<file path="src/rtl/cordic_phase_gen.sv">
// Phase accumulator and quadrant folding that feeds the CORDIC sine/cosine core,
// with a valid strobe delayed to line up with the core output.
module cordic_phase_gen #(
  parameter int WIDTH   = 16,
  parameter int PHASE_W = 32,
  parameter int LATENCY = 16,
  parameter int AMP     = 19429
) (
  input  logic               clk,
  input  logic               rst,
  input  logic               en,
  input  logic               load_phase,
  input  logic [PHASE_W-1:0] ftw,
  input  logic [PHASE_W-1:0] phase_offset,
  output logic [PHASE_W-1:0] angle_out,
  output logic [WIDTH-1:0]   x_out,
  output logic [WIDTH-1:0]   y_out,
  output logic               cordic_valid,
  output logic               out_valid,
  output logic [15:0]        sample_cnt
);

  localparam logic [PHASE_W-1:0] QUARTER = PHASE_W'(1) << (PHASE_W - 2);
  localparam logic [WIDTH-1:0]   AMP_POS = WIDTH'(AMP);
  localparam logic [WIDTH-1:0]   AMP_NEG = WIDTH'(0) - WIDTH'(AMP);

  logic [PHASE_W-1:0] acc;
  logic [PHASE_W-1:0] acc_eff;
  logic [PHASE_W-1:0] phase;
  logic [PHASE_W-1:0] fold_angle;
  logic [WIDTH-1:0]   fold_x;
  logic [WIDTH-1:0]   fold_y;
  logic [LATENCY-1:0] vld_sr;

  assign acc_eff = load_phase ? '0 : acc;
  assign phase   = acc_eff + phase_offset;

  // Quadrants 1 and 2 are rotated by -/+90 deg and the start vector absorbs
  // the rotation, so the core only ever sees angles in [-90, +90).
  always_comb begin
    fold_angle = phase;
    fold_x     = AMP_POS;
    fold_y     = '0;
    case (phase[PHASE_W-1:PHASE_W-2])
      2'b01: begin
        fold_angle = phase - QUARTER;
        fold_x     = '0;
        fold_y     = AMP_POS;
      end
      2'b10: begin
        fold_angle = phase + QUARTER;
        fold_x     = '0;
        fold_y     = AMP_NEG;
      end
      default: begin
        fold_angle = phase;
        fold_x     = AMP_POS;
        fold_y     = '0;
      end
    endcase
  end

  always_ff @(posedge clk) begin
    if (rst) begin
      acc          <= '0;
      angle_out    <= '0;
      x_out        <= '0;
      y_out        <= '0;
      cordic_valid <= 1'b0;
      vld_sr       <= '0;
      sample_cnt   <= '0;
    end else begin
      if (en) begin
        acc          <= acc_eff + ftw;
        angle_out    <= fold_angle;
        x_out        <= fold_x;
        y_out        <= fold_y;
        cordic_valid <= 1'b1;
      end else begin
        acc          <= acc_eff;
        cordic_valid <= 1'b0;
      end
      vld_sr[0] <= cordic_valid;
      for (int i = 1; i < LATENCY; i++) begin
        vld_sr[i] <= vld_sr[i-1];
      end
      if (out_valid) begin
        sample_cnt <= sample_cnt + 16'd1;
      end
    end
  end

  assign out_valid = vld_sr[LATENCY-1];

endmodule
</file>
<file path="config.mk">
export PLATFORM = sky130hd
export DESIGN_NAME = cordic_phase_gen
export DESIGN_NICKNAME = d
export VERILOG_FILES = /design/src/rtl/cordic_phase_gen.sv
export SDC_FILE = /design/constraint.sdc
export NUM_CORES = 1
export LEC_CHECK = 0
export ABC_CLOCK_PERIOD_IN_PS = 8500
export BUFFER_PORTS_ARGS = -buffer_cell sky130_fd_sc_hd__buf_2
export CELL_PAD_IN_SITES_DETAIL_PLACEMENT = 1
export CELL_PAD_IN_SITES_GLOBAL_PLACEMENT = 2
export CORE_ASPECT_RATIO = 0.7
export CORE_UTILIZATION = 35
export CTS_BUF_LIST = sky130_fd_sc_hd__clkbuf_4 sky130_fd_sc_hd__clkbuf_8 sky130_fd_sc_hd__clkbuf_16
export DETAILED_ROUTE_END_ITERATION = 12
export MAX_ROUTING_LAYER = met4
export PLACE_DENSITY_LB_ADDON = 0.1
export SLEW_MARGIN = 0
export SYNTH_ARGS = -nofsm -noshare
export SYNTH_HDL_FRONTEND = slang
export SYNTH_SLANG_ARGS = --single-unit
</file>
<file path="constraint.sdc">
create_clock -name clk -period 8.5 [get_ports clk]
set_input_delay 1.7 -clock clk [delete_from_list [all_inputs] [get_ports clk]]
set_output_delay 1.7 -clock clk [all_outputs]
set_load 0.02 [all_outputs]
</file>
**Word-level counts from Yosys, hierarchy flattened**

Cells that the tools add are included.

- Register bits: 129
- Input port bits: 68

- Add/sub/neg operators: 5
- Equality and inequality tests: 2
- Muxes and demuxes: 6
- Reductions and logical operators: 1

Operators by type and width:

| cell | number |
|---|---|
| 32-bit adder | 2 |
| 32-bit 2-to-1 mux | 2 |
| 32-bit case mux with 2 select lines | 1 |
| 32-bit by 31-bit adder with 32-bit output (second input constant) | 1 |
| 16-bit case mux with 2 select lines | 1 |
| 32-bit by 31-bit subtractor with 32-bit output (second input constant) | 1 |
| 16-bit by 1-bit adder with 16-bit output (second input constant) | 1 |
| 15-bit 2-to-1 mux | 1 |
| 2-bit by 1-bit equality test with 1-bit output (second input constant) | 1 |
| 2-bit equality test (second input constant) | 1 |
| 2-bit OR reduction | 1 |
| 1-bit 2-to-1 mux | 1 |

**Depth between registers and ports, before layout**

Gate-level depths: netlist of run 1.

- Depth after elaboration: 5
- Gate-level depth with buffers: 25

**Least setup slack after synthesis of run 1**

No wires, ideal clock.

- Kind: input-to-reg
- Start: input port load_phase
- End: register acc[31]
- Arrival: 5,956 ps
- Setup slack: 2,421 ps
- Stages on the path: 23
- Cell sequence: buf_4 buf_6 buf_4 buf_2 buf_1 buf_1 clkbuf_1 nor2b_1 ha_1 and3_1 o2bb2ai_1 o31ai_2 a31oi_2 a21oi_2 o21bai_2 a22o_4 a21oi_4 o21bai_2 a31oi_4 o21ai_2 o21ai_2 mux2i_1 mux2_1

- Longest elaborated chain between the ends: 3

RTL lines:

| what | RTL line | text |
|---|---|---|
| start, declared | 12 | `input logic load_phase,` |
| 32-bit 2-to-1 mux (*) | 35 | `assign acc_eff = load_phase ? '0 : acc;` |
| 32-bit adder | 74 | `acc <= acc_eff + ftw;` |
| 32-bit 2-to-1 mux (*) | 73 | `if (en) begin` |
| end signal, assigned | 74 |  |
| end, declared | 27 | `logic [PHASE_W-1:0] acc;` |

Every way passes the cells marked *; elsewhere a longest branch is shown, timed or not.
A chain may end at the register's enable or synchronous reset.

**Worst setup path after layout of run 1**

Same ends and word-level chain as after synthesis.

==> run_results.csv, run 1 <==
group,metric,value,unit
global_routing,antenna_found_initial,0,
sta,min_period,5.15,ns
yosys,synth_top_family_by_area,"compound AO/OA/AOI/OAI gates",
critical_path,cp.depth,17,
global_routing,met1_usage,35.3,%
critical_path,timing.rr.end,"y_out[0]",
critical_path,critPathSlowestCell,"a21oi_2",
drt,drt-wirelength-per-cell,18.1,um
sta,drv_slew,0,
yosys,synthSimpleGateAreaFrac,20.9,%
critical_path,reg2reg_from,"acc[1]",
cells_and_area,diodes,0,
yosys,ys_ff_latch,101,
critical_path,cpPeakStageDelay,0.38,ns
drt,vias_per_cell,5.38,
critical_path,cp_top_family,"compound AO/OA/AOI/OAI gates",
drt,ant_nets,0,
global_routing,grt_pass1_wl,43800,um
yosys,synthArstFlopShare,0,%
global_routing,met2_usage,29.1,%
cells_and_area,area_growth,9.65,%
drt,drt_drc_violations_left,0,
yosys,yosys.area_share.adder,6.19,%
critical_path,worstSetupEndpointType,"flop",
drt,wirelength,27700,um
yosys,synth-compound-area-share,25.2,%
yosys,yosysMostFrequentCell,"nor2_1",
drt,drtIter0Drc,444,
clock_tree,cts_hold_buf,0,
critical_path,path_buf_inv,1,
critical_path,cp-start-kind,"input port",
yosys,synth_top_area_share,23.1,%
pwr,leakage,4.02,nW
critical_path,ff2ff_setup_slack,4.52,ns
cells_and_area,nNetsFinal,1299,
cells_and_area,drive_above_1_share,16.0,%
floorplan,die_h,134,um
drt,drt_first_pass_iters,5,
critical_path,worstPathRequired,8.75,ns
critical_path,reg2reg_depth,16,
clock_tree,cts_buffers,9,
critical_path,worstPathCellList,"buf_2 -> nor2b_1 -> ha_1 -> o221ai_1 -> o22ai_1 -> o211ai_1 -> a31oi_2 -> a21oi_2 -> o21bai_2 -> a22o_4 -> a21oi_4 -> o21bai_2 -> a31oi_4 -> o21ai_2 -> o21ai_2 -> mux2i_1 -> mux2_1",
critical_path,cp.arrival,5.39,ns
sta,tns,0,ns
clock_tree,root_buffer,"clkbuf_16",
sta,rsz0062_at_grt,"no",
sta,relSlewSlack,40.4,%
pwr,max-vdd-ir-drop,0.0000925,V
flow_run,maxCapViolCount,0,
global_routing,met3_usage,3.14,%
yosys,yosys-mux-area-fraction,2.65,%
yosys,syn_inst,1168,
sta,min_period_over_period,60.5,%
global_routing,grt_max_degree,57,
clock_tree,cts_setup_buffers,0,
clock_tree,clk_path_buf_depth,2,
yosys,yosys-top-cells-area,"dfxtp_1 (23%), xnor2_1 (7.4%), nor2_1 (5.6%)",
yosys,synth.avg_cell_area,7.49,sq um
placed_design,post-dp-hpwl,20900,um
yosys,yosysTopAreaCell,"dfxtp_1",
yosys,ys_top_cells_by_count,"nor2_1 (131), dfxtp_1 (101), nand2_1 (76), xnor2_1 (74), a21oi_1 (73)",
yosys,synth.cell_area,8750,sq um
placed_design,globalplace.congestion,0.839,
pwr,power.total,1.40,mW
outcome,status,"complete, no violations",
sta,max_freq,194,MHz
floorplan,start_util,35.5,%
sta,hold_viol_final,0,
sta,worst_slew_pin_slew,0.892,ns
sta,finClkSkew,0.0196,ns
yosys,yosys.area_share.xor_xnor,13.0,%
yosys,ys_warn_count,0,
floorplan,ioPinCount,150,
yosys,yosysSeqAreaShare,23.1,%
global_routing,top_usage_layer,"met1",
floorplan,die_area,25600,sq um
clock_tree,clock_latency,0.38,ns
floorplan,die_w,191,um
placed_design,place_ws,2.96,ns
critical_path,crit_path_end,"acc[31]",
yosys,synth_edf_count,0,
clock_tree,cts_resized,0,
clock_tree,cts_sinks,101,
sta,fin_ws,3.35,ns
critical_path,path_class,"in -> reg",
sta,setup_violations,0,
placed_design,placement.io_buffers,142,
clock_tree,cts_tree,"yes",
clock_tree,path_clk_slew,0.08,ns
yosys,synth_ff_type,"dfxtp_1",
pwr,power_density,146,nW/um^2
worst_hold_path,hold_path_class,"reg -> reg",
global_routing,grtUsageTotal,22.3,%
global_routing,grt_overflow,0,
floorplan,core-area,24600,sq um
global_routing,grt_pass1_vias,7754,
clock_tree,cts_max_level,3,
yosys,synth_cell_type_count,82,
critical_path,startpoint,"load_phase",
sta,hold_slack,0.442,ns
drt,vias,8256,
critical_path,path_max_fanout,16,
floorplan,rows,48,
flip-flops by register name, indices dropped and copies added (netlist names):
name          cells
sample_cnt       16
x_out             1
y_out             3
acc              32
cordic_valid      1
angle_out        32
vld_sr           16
cell usage in the layout, fill, tap and decap left out, types with 35 or more instances in the layout:
| master | n |
|---|---|
| dfxtp_1 | 101 |
| buf_2 | 140 |
| xor2_1 | 56 |
| o21ai_0 | 63 |
| a21oi_1 | 73 |
| nand2_1 | 76 |
| nor2b_1 | 51 |
| nor2_1 | 131 |
| inv_1 | 38 |
| xnor2_1 | 74 |
| a31oi_1 | 35 |
metal layers:
metal	up-vias	wire length [um]
li1	4146	-
met1	3952	15900
met2	147	10700
met3	11	927
met4	0	184
met5	-	0
cell type report:
cell class	instances	area, sq um
well taps	325	407
clock inverters	6	61.3
repair buffers	147	753
flip-flops and latches	101	2020
clock buffers	10	239
multi-input cells	908	5970
inverters	38	143
fillers	3087	15000
report_power, final:
| group | total [mW] | switching, mW | internal, mW | leakage, nW |
|---|---|---|---|---|
| Sequential | 0.542 | 0.0411 | 0.501 | 0.828 |
| Combinational | 0.413 | 0.255 | 0.158 | 3.04 |
| Clock | 0.443 | 0.226 | 0.217 | 0.147 |
cell families (layout without fill, tap and decap cells):
kind of cell	count (synthesis)	in the layout
AND/OR/NAND/NOR	373	373
other	1	7
AO/OA/AOI/OAI	328	328
flip-flops	101	101
adder cells (fa/ha/maj)	47	47
buffers and inverters	165	201
XOR/XNOR	130	130
multiplexers	23	23
metrics by stage:
step | instances | utilization [%] | instance area [sq um]
after floorplan | 1174 | - | 8770
after global routing | 1535 | 39.0 | 9600
after CTS | 1535 | 39.0 | 9600
after global placement | 1519 | 37.7 | 9300
after detailed placement | 1519 | 37.7 | 9300
final | 1535 | 39.0 | 9600
worst min-delay path by stage:
stage | from | end | slack, ns | depth (start not counted)
after global placement | vld_sr[5] | vld_sr[6] | 0.42 | 1
final | vld_sr[11] | vld_sr[12] | 0.44 | 1
after detailed placement | vld_sr[14] | vld_sr[15] | 0.43 | 1
after global routing | vld_sr[5] | vld_sr[6] | 0.46 | 1
after floorplan | vld_sr[9] | vld_sr[10] | 0.41 | 1
after CTS | vld_sr[5] | vld_sr[6] | 0.45 | 1
Power figures use the tool's default switching activity.
==> run 2: changes to the inputs <==
--- a/config.mk
+++ b/config.mk
@@ -5,12 +5,12 @@
 export SDC_FILE = /design/constraint.sdc
 export NUM_CORES = 1
 export LEC_CHECK = 0
-export ABC_CLOCK_PERIOD_IN_PS = 8500
+export ABC_CLOCK_PERIOD_IN_PS = 5400
 export BUFFER_PORTS_ARGS = -buffer_cell sky130_fd_sc_hd__buf_2
 export CELL_PAD_IN_SITES_DETAIL_PLACEMENT = 1
 export CELL_PAD_IN_SITES_GLOBAL_PLACEMENT = 2
 export CORE_ASPECT_RATIO = 0.7
-export CORE_UTILIZATION = 35
+export CORE_UTILIZATION = 33
 export CTS_BUF_LIST = sky130_fd_sc_hd__clkbuf_4 sky130_fd_sc_hd__clkbuf_8 sky130_fd_sc_hd__clkbuf_16
 export DETAILED_ROUTE_END_ITERATION = 12
 export MAX_ROUTING_LAYER = met4
==> constraint.sdc (replaced) <==
create_clock -name clk -period 5.4 [get_ports clk]
set_input_delay 1.08 -clock clk [delete_from_list [all_inputs] [get_ports clk]]
set_output_delay 1.08 -clock clk [all_outputs]
set_load 0.02 [all_outputs]
==> run 2 against run 1 <==
Die area up 6.0%. Sequential power up 58%. Critical path type unchanged. Sequential share of layout area down 0.21 points. Critical endpoint is now y_out[0]. Largest cell class unchanged. Largest power group unchanged. Highest routed layer unchanged.
==> run_results.csv, run 2 (same netlist as run 1, synthesis figures left out) <==
group,metric,value,unit
clock_tree,cts_setup_buffers,0,
critical_path,crit_path_end,"y_out[0]",
critical_path,timing.rr.end,"y_out[0]",
pwr,swShare,37.6,%
global_routing,grtUsageTotal,21.6,%
drt,drt-wirelength-per-cell,18.0,um
critical_path,cp.arrival,4.81,ns
flow_run,maxCapViolCount,0,
clock_tree,cts_hold_buf,0,
sta,min_period,4.53,ns
global_routing,grt_pass1_wl,45300,um
drt,drtIter0Drc,434,
sta,drv_slew,0,
clock_tree,root_buffer,"clkbuf_16",
floorplan,die_h,138,um
sta,setup_violations,0,
critical_path,path_class,"in -> reg",
cells_and_area,final_cell_mix,"buf_2 (140), nor2_1 (131), dfxtp_1 (101), nand2_1 (76), xnor2_1 (74)",
critical_path,path_max_fanout,5,
sta,max_freq,221,MHz
floorplan,start_util,33.8,%
sta,hold_viol_final,0,
placed_design,post-dp-hpwl,21500,um
clock_tree,clk_path_buf_depth,2,
global_routing,grt_max_degree,67,
critical_path,startpoint,"load_phase",
drt,vias_per_cell,5.28,
global_routing,antenna_found_initial,0,
critical_path,reg2reg_from,"acc[1]",
drt,drt_drc_violations_left,0,
cells_and_area,mostFrequentLayoutCell,"buf_2",
clock_tree,clock_latency,0.37,ns
clock_tree,cts_buffers,9,
floorplan,core-area,25900,sq um
floorplan,die_area,27200,sq um
placed_design,placement.io_buffers,142,
clock_tree,cts_resized,0,
clock_tree,cts_max_level,3,
floorplan,die_w,197,um
cells_and_area,diodes,0,
outcome,status,"complete, no violations",
critical_path,cp-start-kind,"input port",
cells_and_area,finalNonFillerCells,1571,
critical_path,ff2ff_setup_slack,1.31,ns
critical_path,reg2reg_depth,16,
global_routing,grt_overflow,0,
drt,wirelength,28300,um
floorplan,ioPinCount,150,
pwr,p_switching,830,uW
clock_tree,cts_sinks,101,
worst_hold_path,hold_path_class,"reg -> reg",
drt,drt_first_pass_iters,4,
cells_and_area,fill_cells,3225,
pwr,pwr-share-comb,29.6,%
pwr,internal_power,1.38,mW
clock_tree,path_clk_slew,0.09,ns
placed_design,dp.cells,1555,
sta,finClkSkew,0.0119,ns
cells_and_area,area_growth,10.8,%
placed_design,globalplace.congestion,0.840,
sta,rsz0062_at_grt,"no",
pwr,pwr-share-seq,38.7,%
pwr,power_density,227,nW/um^2
pwr,clkPwrFrac,31.7,%
critical_path,worstSetupEndpointType,"flop",
drt,vias,8299,
global_routing,grt_pass1_vias,7929,
cells_and_area,top_regs,"acc (32), angle_out (32)",
pwr,max-vdd-ir-drop,0.000158,V
sta,min_period_over_period,83.9,%
clock_tree,cts_tree,"yes",
cells_and_area,drive_above_1_share,16.2,%
drt,ant_nets,0,
floorplan,rows,49,
critical_path,worstPathRequired,5.68,ns
sta,relSlewSlack,41.4,%
cells_and_area,nNetsFinal,1303,
pwr,leakage,4.05,nW
sta,worst_slew_pin_slew,0.878,ns
sta,tns,0,ns
==> run 2: per-stage QoR <==
stage | hold WS [ns] | util [%] | area (sq um) | power, mW | setup WS, ns
floorplan | 0.414 | - | 8770 | 1.36 | 0.0403
global placement | 0.415 | 36.2 | 9380 | 1.52 | 0.570
detailed placement | 0.427 | 36.2 | 9380 | 1.53 | 0.424
CTS | 0.448 | 37.5 | 9690 | 2.24 | 0.805
global route | 0.451 | 37.5 | 9690 | 2.34 | 0.471
finish | 0.435 | 37.5 | 9690 | 2.20 | 0.871
==> run 2: how the worst min path moves through the flow <==
stage,from,to,slack (ns),cells after the start
after floorplan,vld_sr[9],vld_sr[10],0.41,1
after global placement,vld_sr[3],vld_sr[4],0.42,1
after global routing,vld_sr[5],vld_sr[6],0.45,1
after CTS,vld_sr[5],vld_sr[6],0.45,1
final,vld_sr[5],vld_sr[6],0.43,1
after detailed placement,vld_sr[11],vld_sr[12],0.43,1
==> run 2: power groups by stage <==
stage | combinational (mW) | sequential (mW) | clock [mW]
2_1_floorplan | 0.499 | 0.858 | 0
3_3_place_gp | 0.652 | 0.871 | 0
3_5_place_dp | 0.656 | 0.872 | 0
4_1_cts | 0.659 | 0.854 | 0.732
5_1_grt | 0.722 | 0.864 | 0.754
6_report | 0.653 | 0.854 | 0.698
==> run 2: per-layer routing <==
layer	GRT usage (%)	wire, um
met5	-	0
met4	3.59	231
met3	2.90	914
met2	29.7	11400
met1	33.1	15800
==> run 2: area by class of cell <==
class / instances / area, sq um / share of cell area (%)
clock inverter: 7 / 88.8 / 0.917
tap: 357 / 447 / 4.61
inverter: 38 / 143 / 1.47
clock buffer: 9 / 225 / 2.32
multi-input combinational: 908 / 5970 / 61.6
sequential: 101 / 2020 / 20.9
timing repair buffer: 151 / 796 / 8.21
==> run 2: critical path, stage by stage <==
cell       delay, ns
buf_2           0.17
nor2b_1         0.24
ha_1            0.26
ha_1            0.21
a21oi_1         0.08
a211oi_1        0.30
nor4_1          0.11
nor4b_2         0.48
o21ai_1         0.16
a2bb2oi_1       0.18
o211ai_2        0.26
o211ai_1        0.13
and3_1          0.27
nand4b_1        0.22
o2111ai_2       0.15
ha_1            0.27
a211oi_1        0.21
==> run 3: changes to the inputs <==
--- a/config.mk
+++ b/config.mk
@@ -5,12 +5,13 @@
 export SDC_FILE = /design/constraint.sdc
 export NUM_CORES = 1
 export LEC_CHECK = 0
-export ABC_CLOCK_PERIOD_IN_PS = 5400
+export ABC_AREA = 1
+export ABC_CLOCK_PERIOD_IN_PS = 3800
 export BUFFER_PORTS_ARGS = -buffer_cell sky130_fd_sc_hd__buf_2
 export CELL_PAD_IN_SITES_DETAIL_PLACEMENT = 1
 export CELL_PAD_IN_SITES_GLOBAL_PLACEMENT = 2
 export CORE_ASPECT_RATIO = 0.7
-export CORE_UTILIZATION = 33
+export CORE_UTILIZATION = 27
 export CTS_BUF_LIST = sky130_fd_sc_hd__clkbuf_4 sky130_fd_sc_hd__clkbuf_8 sky130_fd_sc_hd__clkbuf_16
 export DETAILED_ROUTE_END_ITERATION = 12
 export MAX_ROUTING_LAYER = met4
==> constraint.sdc (replaced) <==
create_clock -name clk -period 3.8 [get_ports clk]
set_input_delay 0.76 -clock clk [delete_from_list [all_inputs] [get_ports clk]]
set_output_delay 0.76 -clock clk [all_outputs]
set_load 0.02 [all_outputs]
==> run 3 against run 2 <==
Total power rose by 36%. Combinational power rose by 36%. Critical endpoint is now acc[28]. Sequential share of layout area fell by 0.39 points. Highest routed layer unchanged.
==> run_results.csv, run 3 <==
group,metric,value,unit
outcome,status,"complete, no violations",
pwr,power_density,304,nW/um^2
yosys,synth.cell_area,8600,sq um
floorplan,start_util,27.5,%
clock_tree,cts_buffers,9,
yosys,synthSimpleGateAreaFrac,39.0,%
yosys,synth_top_area_share,23.5,%
critical_path,cp.arrival,3.46,ns
worst_hold_path,hold_path_class,"reg -> reg",
sta,hold_slack,0.404,ns
clock_tree,path_clk_slew,0.09,ns
global_routing,antenna_found_initial,1,
yosys,yosys-top-cells-area,"dfxtp_1 (24%), nand2_1 (19%), inv_1 (11%)",
critical_path,worstPathRequired,4.10,ns
drt,drt_drc_violations_left,0,
drt,drt_first_pass_iters,4,
placed_design,globalplace.congestion,0.864,
cells_and_area,stdcell_area,9880,sq um
critical_path,worstSetupEndpointType,"flop",
sta,setup_violations,0,
clock_tree,cts_tree,"yes",
sta,worst_slew_pin_slew,1.04,ns
cells_and_area,utilization,31.6,%
placed_design,post-dp-hpwl,28000,um
global_routing,grt_pass1_vias,8965,
cells_and_area,mostFrequentLayoutCell,"nand2_1",
critical_path,critPathSlowestCell,"inv_2",
cells_and_area,final_cell_mix,"nand2_1 (428), inv_1 (253), nor2_1 (169), buf_2 (142), dfxtp_1 (101)",
cells_and_area,nNetsFinal,1690,
floorplan,die_w,215,um
sta,hold_viol_final,0,
yosys,ys_top_cells_by_count,"nand2_1 (428), inv_1 (253), nor2_1 (169), dfxtp_1 (101), a21oi_1 (97)",
pwr,power.total,3.00,mW
sta,fin_ws,0.631,ns
floorplan,core-area,31200,sq um
sta,drv_slew,0,
placed_design,dp.cells,2005,
yosys,yosys.area_share.xor_xnor,2.45,%
yosys,yosysTopAreaCell,"dfxtp_1",
yosys,synth_cell_type_count,53,
cells_and_area,drive_above_1_share,15.5,%
critical_path,reg2reg_from,"acc[11]",
yosys,synth_ff_type,"dfxtp_1",
sta,min_period,3.17,ns
clock_tree,cts_resized,0,
global_routing,grt_pass1_wl,51100,um
sta,max_freq,316,MHz
cells_and_area,area_growth,14.9,%
critical_path,path_class,"in -> reg",
worst_hold_path,hold_start,"vld_sr[9]",
clock_tree,clk_path_buf_depth,2,
sta,rsz0062_at_grt,"no",
drt,wirelength,33500,um
global_routing,grtUsageTotal,21.3,%
drt,drt-wirelength-per-cell,16.6,um
yosys,synth_edf_count,0,
drt,vias_per_cell,4.56,
clock_tree,root_buffer,"clkbuf_16",
flow_run,maxCapViolCount,0,
yosys,ys_warn_count,0,
sta,relSlewSlack,30.6,%
placed_design,place_ws,0.250,ns
critical_path,crit_top_cell,"nand2_1",
drt,vias,9226,
global_routing,grt_max_degree,59,
pwr,max-vdd-ir-drop,0.000184,V
global_routing,top_usage_layer,"met2",
placed_design,place_area,9590,sq um
global_routing,met1_usage,30.5,%
floorplan,rows,54,
drt,ant_nets,0,
placed_design,placement.io_buffers,142,
floorplan,die_h,151,um
yosys,synth_top_family_by_area,"simple AND/OR/NAND/NOR gates",
critical_path,cp_top_family,"simple AND/OR/NAND/NOR gates",
critical_path,cp-start-kind,"input port",
floorplan,die_area,32600,sq um
yosys,yosys.area_share.adder,3.78,%
global_routing,met3_usage,2.83,%
sta,finClkSkew,0.0186,ns
yosys,yosysMostFrequentCell,"nand2_1",
global_routing,grt_overflow,0,
critical_path,startpoint,"load_phase",
yosys,synth.avg_cell_area,5.80,sq um
clock_tree,clock_latency,0.39,ns
clock_tree,cts_max_level,3,
critical_path,path_buf_inv,6,
sta,tns,0,ns
yosys,yosysSeqAreaShare,23.5,%
yosys,synth-compound-area-share,15.2,%
pwr,leakage,5.65,nW
global_routing,met2_usage,32.0,%
cells_and_area,top_regs,"acc (32), angle_out (32)",
floorplan,ioPinCount,150,
yosys,ys_ff_latch,101,
drt,drtIter0Drc,419,
critical_path,path_max_fanout,21,
sta,min_period_over_period,83.4,%
cells_and_area,finalNonFillerCells,2022,
critical_path,cpPeakStageDelay,0.34,ns
clock_tree,cts_sinks,101,
clock_tree,cts_setup_buffers,0,
yosys,syn_inst,1481,
clock_tree,cts_hold_buf,0,
yosys,synthArstFlopShare,0,%
critical_path,worstPathCellList,"buf_2 -> inv_2 -> buf_4 -> nand2_1 -> inv_1 -> ha_1 -> ha_1 -> inv_1 -> nand2_1 -> nand2_1 -> a31oi_1 -> nand2_1 -> nand3_1 -> nand2_1 -> nand3_1 -> nand3_1 -> nand2_1 -> inv_1",
yosys,yosys-mux-area-fraction,0,%
-- run 3: cell count changes after synthesis, sizes merged, moves of 21 or more --
cell    delta
buf       -23
nor2      +56
a21oi     +26
nand3     +72
xor2      -37
xnor2     -69
maj3      -21
clkbuf    -46
nor2b     -52
a31oi     -31
nand2    +371
mux2i     -22
inv      +228
-- run 3: area by class of cell --
cell class / instances / area (sq um)
inverters: 267 / 1000
repair buffers: 156 / 816
well taps: 420 / 526
clock inverters: 5 / 42.5
multi-input cells: 1061 / 5230
diodes: 1 / 2.50
fillers: 4212 / 21300
flip-flops and latches: 101 / 2020
clock buffers: 11 / 240
-- run 3: layer usage --
layer	vias to the layer above	part of all wire, %
met5	-	0
met4	0	1.0
met3	18	3.2
met2	140	42
met1	4246	54
li1	4822	-
-- run 3: path summary, 6_finish.rpt --
| kind | endpoint | slack [ns] | cells after the start |
|---|---|---|---|
| max reg2reg | acc[29] | 1.31 | 13 |
| min reg2reg | vld_sr[10] | 0.40 | 2 |
| min | vld_sr[10] | 0.40 | 2 |
| max | acc[28] | 0.63 | 18 |
-- run 3: cells by family (layout without fill, tap and decap cells) --
family          count (synthesis)  after routing
simple gates                  777            777
xor+xnor                       24             24
fa+ha+maj                      26             26
buf+inv                       325            439
flops                         101            101
other cells                     1              8
compound gates                227            227
-- run 3: worst reg2reg max path: stages, from the launching register on --
cell and delay [ns]:
dfxtp_1 0.40, inv_1 0.06, nor2_1 0.23, nor2_1 0.09, nor2_1 0.18, nand2_1 0.16, o21ai_0 0.44, a21oi_1 0.11
o21ai_2 0.19, nand2_1 0.20, nand3_1 0.11, nand3_1 0.12, nand2_1 0.10, inv_1 0.04
-- run 3: power breakdown --
group          total [mW]  switching (mW)  internal, mW  leakage (nW)
logic               0.885           0.612         0.273          4.68
registers            1.16          0.0418          1.12         0.830
clock network       0.958           0.488         0.470         0.143
total                3.00            1.14          1.86          5.65
